--- config.mk ---
export PLATFORM = sky130hd
export DESIGN_NAME = operand_fwd_stage
export DESIGN_NICKNAME = d
export VERILOG_FILES = /design/src/rtl/operand_fwd_stage_pkg.sv /design/src/rtl/operand_fwd_stage_fwd_select.sv /design/src/rtl/operand_fwd_stage.sv
export SDC_FILE = /design/constraint.sdc
export NUM_CORES = 1
export LEC_CHECK = 0
export ABC_CLOCK_PERIOD_IN_PS = 3700
export CAP_MARGIN = 5
export CORE_AREA = 2 2 263 265
export CTS_BUF_LIST = sky130_fd_sc_hd__clkbuf_2 sky130_fd_sc_hd__clkbuf_4 sky130_fd_sc_hd__clkbuf_8
export DETAILED_ROUTE_END_ITERATION = 10
export DIE_AREA = 0 0 265 267
export PLACE_DENSITY = 0.47
export SLEW_MARGIN = 25
export SYNTH_ARGS = -nofsm -noshare
export SYNTH_HDL_FRONTEND = slang
export SYNTH_SLANG_ARGS = --single-unit
--- constraint.sdc ---
create_clock -name clock -period 3.7 [get_ports clock]
set_input_delay 0.74 -clock clock [delete_from_list [all_inputs] [get_ports clock]]
set_output_delay 0.74 -clock clock [all_outputs]
set_load 0.03 [all_outputs]
--- src/rtl/operand_fwd_stage_pkg.sv ---
`default_nettype none
// ============================================================================
// Module  : operand_fwd_stage_pkg
// Brief   : Shared operand-source codes and register bus type for the EX-stage
//           operand unit. The op1/op2 source codes are shared with the decoder
//           and must not be renumbered.
// Revision: 1.0 - initial release
// ============================================================================
package operand_fwd_stage_pkg;

    // Architectural register bus as seen by the rest of the core.
    typedef logic [63:0] reg_bus_t;

    // op1 source select
    localparam logic [1:0] c_op1_reg  = 2'd0;
    localparam logic [1:0] c_op1_pc   = 2'd1;
    localparam logic [1:0] c_op1_zero = 2'd2;

    // op2 source select (code 3 selects zero)
    localparam logic [1:0] c_op2_reg  = 2'd0;
    localparam logic [1:0] c_op2_imm  = 2'd1;
    localparam logic [1:0] c_op2_4    = 2'd2;

endpackage : operand_fwd_stage_pkg
`default_nettype wire

--- src/rtl/operand_fwd_stage_fwd_select.sv ---
`default_nettype none
// ============================================================================
// Module  : operand_fwd_stage_fwd_select
// Brief   : Combinational bypass resolver for one source register.
//           Source 0 is the youngest producer; the lowest-index match wins.
//           Register x0 always resolves to zero and never hits.
// Ports   : rs_addr     - source register index
//           rf_data     - register-file read data (used when nothing matches)
//           fwd_valid   - per-source "writes fwd_addr" flag
//           fwd_pending - per-source "result not yet available" flag
//           fwd_addr    - packed destination indices, source i at [i*W +: W]
//           fwd_data    - packed results, source i at [i*XLEN +: XLEN]
//           data        - resolved operand value
//           hit         - a bypass source supplied the value
//           pending     - the winning source has no result yet
// Revision: 1.0 - initial release
// ============================================================================
module operand_fwd_stage_fwd_select #(
    parameter int XLEN       = 64,
    parameter int NUM_FWD    = 3,
    parameter int REG_ADDR_W = 5
) (
    input  logic [REG_ADDR_W-1:0]         rs_addr,
    input  logic [XLEN-1:0]               rf_data,
    input  logic [NUM_FWD-1:0]            fwd_valid,
    input  logic [NUM_FWD-1:0]            fwd_pending,
    input  logic [NUM_FWD*REG_ADDR_W-1:0] fwd_addr,
    input  logic [NUM_FWD*XLEN-1:0]       fwd_data,
    output logic [XLEN-1:0]               data,
    output logic                          hit,
    output logic                          pending
);

    always_comb begin
        data    = rf_data;
        hit     = 1'b0;
        pending = 1'b0;
        // Walk oldest to youngest so a younger match overwrites an older one;
        // a non-pending older match therefore cannot hide a pending younger one.
        for (int i = NUM_FWD - 1; i >= 0; i--) begin
            if (fwd_valid[i] && (fwd_addr[i*REG_ADDR_W +: REG_ADDR_W] == rs_addr)) begin
                data    = fwd_data[i*XLEN +: XLEN];
                hit     = 1'b1;
                pending = fwd_pending[i];
            end
        end
        // x0 is hardwired to zero regardless of what any producer claims.
        if (rs_addr == '0) begin
            data    = '0;
            hit     = 1'b0;
            pending = 1'b0;
        end
    end

endmodule : operand_fwd_stage_fwd_select
`default_nettype wire

--- src/rtl/operand_fwd_stage.sv ---
`default_nettype none
// ============================================================================
// Module  : operand_fwd_stage
// Brief   : EX-stage operand unit. Resolves rs1/rs2 through NUM_FWD bypass
//           sources, selects op1/op2 by source code and registers them in a
//           1-entry valid/ready pipeline register feeding the ALU. Stalls
//           decode while a used operand's winning producer is still pending.
// Ports   : clock/reset            - clock, synchronous active-high reset
//           flush                  - kill held and incoming operation
//           in_valid/in_ready      - decode handshake
//           rs1/rs2_addr, rs1/rs2_data, imm, pc, op1_src, op2_src - operation
//           fwd_valid/pending/addr/data - bypass sources, 0 = youngest
//           out_valid/out_ready    - ALU handshake
//           op1, op2, store_data   - registered operands
//           stall_cnt, fwd_hit_cnt - saturating statistics (OPERAND_FWD_STAT_EN)
// Config  : define OPERAND_FWD_STAT_EN to add the statistics counters/ports.
// Revision: 1.0 - initial release
// ============================================================================
module operand_fwd_stage
    import operand_fwd_stage_pkg::*;
#(
    parameter int XLEN       = 64,
    parameter int NUM_FWD    = 3,
    parameter int REG_ADDR_W = 5
) (
    input  logic                          clock,
    input  logic                          reset,
    input  logic                          flush,
    input  logic                          in_valid,
    output logic                          in_ready,
    input  logic [REG_ADDR_W-1:0]         rs1_addr,
    input  logic [REG_ADDR_W-1:0]         rs2_addr,
    input  logic [XLEN-1:0]               rs1_data,
    input  logic [XLEN-1:0]               rs2_data,
    input  logic [XLEN-1:0]               imm,
    input  logic [XLEN-1:0]               pc,
    input  logic [1:0]                    op1_src,
    input  logic [1:0]                    op2_src,
    input  logic [NUM_FWD-1:0]            fwd_valid,
    input  logic [NUM_FWD-1:0]            fwd_pending,
    input  logic [NUM_FWD*REG_ADDR_W-1:0] fwd_addr,
    input  logic [NUM_FWD*XLEN-1:0]       fwd_data,
    output logic                          out_valid,
    input  logic                          out_ready,
    output logic [XLEN-1:0]               op1,
    output logic [XLEN-1:0]               op2,
    output logic [XLEN-1:0]               store_data
`ifdef OPERAND_FWD_STAT_EN
    ,
    output logic [31:0]                   stall_cnt,
    output logic [31:0]                   fwd_hit_cnt
`endif
);

    localparam logic [XLEN-1:0] c_four = XLEN'(4);

    logic [XLEN-1:0] w_rs1_val;
    logic [XLEN-1:0] w_rs2_val;
    logic            w_rs1_hit;
    logic            w_rs2_hit;
    logic            w_rs1_pend;
    logic            w_rs2_pend;
    logic            w_op1_uses_rs1;
    logic            w_hazard;
    logic            w_accept;
    logic [XLEN-1:0] w_op1_next;
    logic [XLEN-1:0] w_op2_next;

    logic            r_out_valid;
    logic [XLEN-1:0] r_op1;
    logic [XLEN-1:0] r_op2;
    logic [XLEN-1:0] r_store_data;

    operand_fwd_stage_fwd_select #(
        .XLEN       (XLEN),
        .NUM_FWD    (NUM_FWD),
        .REG_ADDR_W (REG_ADDR_W)
    ) u_sel_rs1 (
        .rs_addr     (rs1_addr),
        .rf_data     (rs1_data),
        .fwd_valid   (fwd_valid),
        .fwd_pending (fwd_pending),
        .fwd_addr    (fwd_addr),
        .fwd_data    (fwd_data),
        .data        (w_rs1_val),
        .hit         (w_rs1_hit),
        .pending     (w_rs1_pend)
    );

    operand_fwd_stage_fwd_select #(
        .XLEN       (XLEN),
        .NUM_FWD    (NUM_FWD),
        .REG_ADDR_W (REG_ADDR_W)
    ) u_sel_rs2 (
        .rs_addr     (rs2_addr),
        .rf_data     (rs2_data),
        .fwd_valid   (fwd_valid),
        .fwd_pending (fwd_pending),
        .fwd_addr    (fwd_addr),
        .fwd_data    (fwd_data),
        .data        (w_rs2_val),
        .hit         (w_rs2_hit),
        .pending     (w_rs2_pend)
    );

    // rs2 is always consumed because store_data carries it independently of
    // op2_src, so a pending rs2 producer stalls every operation.
    assign w_op1_uses_rs1 = (op1_src == c_op1_reg);
    assign w_hazard       = (w_op1_uses_rs1 && w_rs1_pend) || w_rs2_pend;
    assign in_ready       = !reset && !flush && !w_hazard && (!r_out_valid || out_ready);
    assign w_accept       = in_valid && in_ready;

    always_comb begin
        w_op1_next = '0;
        case (op1_src)
            c_op1_reg:  w_op1_next = w_rs1_val;
            c_op1_pc:   w_op1_next = pc;
            c_op1_zero: w_op1_next = '0;
            default:    w_op1_next = '0;
        endcase
    end

    always_comb begin
        w_op2_next = '0;
        case (op2_src)
            c_op2_reg: w_op2_next = w_rs2_val;
            c_op2_imm: w_op2_next = imm;
            c_op2_4:   w_op2_next = c_four;
            default:   w_op2_next = '0;
        endcase
    end

    // Flush only drops valid; the data registers keep their last values.
    always_ff @(posedge clock) begin
        if (reset) begin
            r_out_valid  <= 1'b0;
            r_op1        <= '0;
            r_op2        <= '0;
            r_store_data <= '0;
        end else if (flush) begin
            r_out_valid  <= 1'b0;
        end else if (w_accept) begin
            r_out_valid  <= 1'b1;
            r_op1        <= w_op1_next;
            r_op2        <= w_op2_next;
            r_store_data <= w_rs2_val;
        end else if (out_ready) begin
            r_out_valid  <= 1'b0;
        end
    end

    assign out_valid  = r_out_valid;
    assign op1        = r_op1;
    assign op2        = r_op2;
    assign store_data = r_store_data;

`ifdef OPERAND_FWD_STAT_EN
    logic [31:0] r_stall_cnt;
    logic [31:0] r_fwd_hit_cnt;
    logic        w_used_hit;

    assign w_used_hit = (w_op1_uses_rs1 && w_rs1_hit) || w_rs2_hit;

    always_ff @(posedge clock) begin
        if (reset) begin
            r_stall_cnt   <= '0;
            r_fwd_hit_cnt <= '0;
        end else begin
            if (in_valid && w_hazard && !flush && (r_stall_cnt != '1)) begin
                r_stall_cnt <= r_stall_cnt + 32'd1;
            end
            if (w_accept && w_used_hit && (r_fwd_hit_cnt != '1)) begin
                r_fwd_hit_cnt <= r_fwd_hit_cnt + 32'd1;
            end
        end
    end

    assign stall_cnt   = r_stall_cnt;
    assign fwd_hit_cnt = r_fwd_hit_cnt;
`else
    // Hit flags only feed the statistics counters.
    logic w_unused_hit;
    assign w_unused_hit = w_rs1_hit | w_rs2_hit;
`endif

endmodule : operand_fwd_stage
`default_nettype wire
# Word level (Yosys, flattened, before mapping)
# Index checks and enable logic that the tools add are counted.
[totals]
regBits = 193
out_inout_bits = 194
input_bits = 488
[classes]
n_mux = 20
n_eq_ne = 9
n_bitwise = 1
reduce_logical = 24
[ops]
columns = ["cell", "count"]
rows = [
  ["$mux W64", 8],
  ["$pmux W64 S3", 1],
  ["$pmux W64 S2", 1],
  ["$eq A5 B5 Y1", 6],
  ["$logic_and A1 B1 Y1", 11],
  ["$logic_not A5 Y1", 2],
  ["$mux W1", 10],
  ["$eq A2 B1 Y1 const B", 2],
  ["$logic_not A1 Y1", 4],
  ["$logic_not A2 Y1", 2],
  ["$eq A2 B2 Y1 const B", 1],
  ["$logic_or A1 B1 Y1", 2],
  ["$reduce_and A2 Y1", 1],
  ["$reduce_bool A2 Y1", 1],
  ["$reduce_or A2 Y1", 1],
  ["$not A1 Y1", 1],
]

# Longest topological paths before layout
[logic_depth]
depth_word = 13
depth_mapped = 10
depth_no_buf = 7

# Hierarchy
# A second synthesis with hierarchy kept.
[unflattened]
cells_unflattened = 1593
area_unflattened_um2 = 14236.2
[modules_own_cells]
columns = ["mod", "seq_area_each_um2", "area_each_um2", "cells_each", "n_inst"]
rows = [
  ["operand_fwd_stage", 3863.7, 9496.6, 913, 1],
  ["operand_fwd_stage_fwd_select", 0.0, 2369.8, 340, 2],
]

# Worst setup path before layout
# No wires, ideal clock.
[synth_timing]
path_type = "input -> output"
start = "input fwd_addr[8]"
end = "output in_ready"
required_time_ps = 2960
stages = 9
n_path_buf = 3
slack_ps = 437
t_arrival_ps = 2523
path_cell_list = "xnor2_1 nand3_1 or2_2 a311oi_1 o311a_1 buf_4 buf_4 clkbuf_1 and2_1"
[synth_between]
elab_chain_len = 10
elab_cells_between_ends = 15
[synth_lines]
columns = ["element", "line", "rtl"]
rows = [
  ["start: declaration", "operand_fwd_stage.sv:41", "input logic [NUM_FWD*REG_ADDR_W-1:0] fwd_addr,"],
  ["$eq A5 B5 Y1", "operand_fwd_stage_fwd_select.sv:41", "if (fwd_valid[i] && (fwd_addr[i*REG_ADDR_W +: REG_ADDR_W] == rs_addr)) begin"],
  ["$logic_and A1 B1 Y1", "operand_fwd_stage_fwd_select.sv:41", ""],
  ["$mux W1 (2 in a row)", "operand_fwd_stage_fwd_select.sv:41", ""],
  ["$mux W1", "operand_fwd_stage_fwd_select.sv:48", "if (rs_addr == '0) begin"],
  ["$logic_and A1 B1 Y1", "operand_fwd_stage.sv:109", "assign w_hazard = (w_op1_uses_rs1 && w_rs1_pend) || w_rs2_pend;"],
  ["$logic_or A1 B1 Y1 (*)", "operand_fwd_stage.sv:109", ""],
  ["$logic_not A1 Y1 (*)", "operand_fwd_stage.sv:110", "assign in_ready = !reset && !flush && !w_hazard && (!r_out_valid || out_ready);"],
  ["$logic_and A1 B1 Y1 (*) (2 in a row)", "operand_fwd_stage.sv:110", ""],
  ["end: declaration", "operand_fwd_stage.sv:30", "output logic in_ready,"],
]
# Mark *: on every way between the ends. The rest lies on a longest branch, timed or not.

# Worst setup path in the final report
[layout_timing]
start = "input rs1_addr[4]"
end = "output in_ready"
[layout_between]
elab_chain_len = 11
elab_cells_between_ends = 16
[layout_lines]
columns = ["element", "line", "rtl"]
rows = [
  ["start: declaration", "operand_fwd_stage.sv:31", "input logic [REG_ADDR_W-1:0] rs1_addr,"],
  ["$eq A5 B5 Y1", "operand_fwd_stage_fwd_select.sv:41", ""],
  ["$logic_and A1 B1 Y1", "operand_fwd_stage_fwd_select.sv:41", ""],
  ["$mux W1 (3 in a row)", "operand_fwd_stage_fwd_select.sv:41", ""],
  ["$mux W1 (*)", "operand_fwd_stage_fwd_select.sv:48", ""],
  ["$logic_and A1 B1 Y1 (*)", "operand_fwd_stage.sv:109", ""],
  ["$logic_or A1 B1 Y1 (*)", "operand_fwd_stage.sv:109", ""],
  ["$logic_not A1 Y1 (*)", "operand_fwd_stage.sv:110", ""],
  ["$logic_and A1 B1 Y1 (*) (2 in a row)", "operand_fwd_stage.sv:110", ""],
]
# Marks and branches as above.

==> results.md <==
* Status: complete, no violations
* Hold buffer count at CTS at 0
* Compound-Gate Fraction of Synth Area at 38.5%
* Residual DRC at 0
* CP cell instances: clkdlybuf4s50_1 > buf_4 > xor2_1 > nor3_1 > a311oi_2 > o311a_4 > and2_1 > buf_2
* RSZ-0062 raised after global routing: no
* Critical path startpoint category: input port
* Crit path kind: input port to primary output
* Mapped cell area at 12800 µm²
* Setup WS pre-CTS at -0.368 ns
* Worst r2r path cells at 7
* Rows at 96
* Design Area, Final at 22100 µm²
* Worst EP required at 2.96 ns
* FF-to-FF setup slack at 1.57 ns
* Iter 0 DRT Violations at 1126
* Core area at 68000 µm²
* WL/cell at 25.1 µm
* Worst-path clk slew at 0.10 ns
* Final Critical Period at 3.59 ns
* DR top layer: met5
* Yosys reg bits at 193
* Leakage at 8.00 nW
* Die W at 265 µm
* # clock sinks at 193
* Inst Count DP at 3149
* Relative slew slack at 35.5%
* Share of cells above drive strength 1 at 14.0%
* Top Family by Delay on Critical Path: buffers and inverters
* CP startpoint: rs1_addr[4]
* Number of nets with antenna violations after routing at 0
* Final WS setup at 0.113 ns
* Port Buffers at 681
* Crit path buffers/inverters at 3
* EDFF count, synth at 0
* Vias per inst at 5.13
* Worst flop-to-flop path endpoint: store_data[3]
* Top_reg_cell synth: dfxtp_1
* WP depth at 8
* # Max-Cap Violations at 0
* Commonest non-fill, non-tap cells in the layout: clkdlybuf4s50_1 (675), nand2_1 (257), dfxtp_1 (193), o21ai_0 (130), a21oi_1 (127)
* CTS tree: built
* CP max stage delay at 0.53 ns
* Asr flop ratio synth at 0%
* Critical Path End: in_ready
* Slew at the pin closest to its max-slew limit at 0.967 ns
* Synthesized instance count at 1615
* Vias in the first global route at 16800
* Max Freq at 279 MHz
* Total power at 5.93 mW
* IO Count at 682
* Initial antenna violation count at 12
* Initial Utilization at 18.8%
* Setup TNS at 0 ns
* Final Util at 32.4%
* CP max stage cell: clkdlybuf4s50_1
* Most common cell after layout, fill and taps aside: clkdlybuf4s50_1
* Pin count of the biggest net entering global routing at 112
* Synthesized-area fraction occupied by and/or/nand/nor cells at 17.6%
* WL met2 at 39100 µm
* Num CTS Buffers at 17
* DP HPWL at 58400 µm
* Mux share of post-synthesis cell area at 4.93%
* Global route overflow at 0
* Final GP Congestion at 0.950
* Met3 WL at 6040 µm
* Root Buffer: clkbuf_8
* Mapped Nets at 2103
* YS warnings at 0
* Nets at 2775
* Max IR drop VDD at 0.222 mV
* Synth cell types at 43
* Post-Synth XOR/XNOR Area at 2.05%
* Die footprint at 70800 µm²
* Layout overhead on the synthesized area at 72.5%
* Pwr per Cell Area at 269 nW/µm²
* Clock buffer depth at 2
* Chip height at 267 µm
* Final setup vio count at 0
* Area share of fa/ha/maj cells after synthesis at 0%
* GR Util All Layers at 21.8%
* DRT Pass-1 Iters at 6
* Htree depth at 4
* Largest family of logic cells by synthesized area: compound AO/OA/AOI/OAI gates
* Post-Layout Cell Count at 3192
* Clock latency at the later pin of the worst-skew pair at 0.57 ns
* CP Max Fanout at 4
* Endpoints failing hold at 0
* Sequential share of the synthesized area at 30.2%
* WP data arrival at 2.85 ns
* Placed Instance Area at 21600 µm²
* First-pass GRT wire length at 114000 µm
* FF-to-FF Start: out_valid
* Via count at 16400
* FILL cells at 7106
* Final worst-path cycle share at 96.9%
* WL met1 at 31800 µm
* Overall routed net length at 80100 µm
* Fin Hold WS at 0.479 ns
* Pins Over Slew Limit at 0
* Hold Path Class: flip-flop to flip-flop
* Post-Syn Area per Cell at 7.92 µm²
* Endpoint class of the critical path: primary output
* Skew final at 0.0152 ns
==> cell type report <==
type	instances	area (µm²)	share of cell area, %
Clock buffer	19	255	1.16
Multi-Input combinational cell	1235	8210	37.2
Timing Repair Buffer	837	8440	38.2
Sequential cell	193	3860	17.5
Antenna cell	11	27.5	0.125
Inverter	3	11.3	0.0510
Clock inverter	12	149	0.675
Tap cell	882	1100	5.00
==> registers in the layout, indices dropped and copies added, names as in the netlist <==
signal / cells
op1: 64
out_valid: 1
store_data: 64
op2: 64
==> synthesized netlist by cell type (8+ instances only) <==
master | n | area share (%)
a21oi_1 | 127 | 5.0
a221oi_1 | 64 | 4.4
nor2_1 | 75 | 2.2
nand2b_1 | 66 | 3.2
a22oi_1 | 63 | 3.7
xnor2_1 | 16 | 1.1
a311oi_1 | 65 | 4.5
buf_6 | 13 | 1.1
clkbuf_1 | 141 | 4.1
a211oi_2 | 109 | 11
buf_2 | 13 | 0.51
xor2_1 | 14 | 0.96
and3_1 | 66 | 3.2
mux2i_1 | 63 | 4.9
buf_4 | 8 | 0.47
nand2_1 | 258 | 7.6
o21ai_0 | 130 | 5.1
a211oi_1 | 82 | 4.8
dfxtp_1 | 193 | 30
buf_1 | 8 | 0.23
==> cell families after synthesis <==
group                  Yosys count
AND/OR/NAND/NOR                495
buffers and inverters          187
multiplexers                    63
XOR/XNOR                        30
AO/OA/AOI/OAI                  647
flip-flops                     193
==> where the power goes <==
group | total, mW | internal (mW) | switching (mW)
sequential | 2.24 | 2.18 | 0.0604
combinational | 2.14 | 1.05 | 1.09
clock | 1.55 | 0.639 | 0.908
==> worst min path at each step <==
stage / startpoint / endpoint / slack (ns) / cells after the start
after floorplan: store_data[2] / store_data[2] / 0.60 / 2
after global placement: store_data[48] / store_data[48] / 0.46 / 2
after detailed placement: store_data[39] / store_data[39] / 0.47 / 2
after CTS: store_data[39] / store_data[39] / 0.48 / 2
after global routing: store_data[20] / store_data[20] / 0.50 / 2
final: store_data[39] / store_data[39] / 0.48 / 2
==> worst min-delay path, delay by kind of cell (launching register included) <==
kind	cells	cell delay [ns]
AND/OR/NAND/NOR	1	0.06
multiplexers	1	0.06
flip-flops	1	0.32
==> metal layers <==
layer	vias to the layer above	global-route usage [%]
li1	7381	-
met1	7953	25.4
met2	880	37.5
met3	173	5.10
met4	2	10.4
met5	-	0
==> what timing repair did <==
action | CTS | global route
resized for setup | 6 | 5
buffers inserted | 1 | 0
pin swaps | 1 | 0
setup endpoints to repair | 1 | 1
Note: power is estimated with default switching activity, not from simulation.
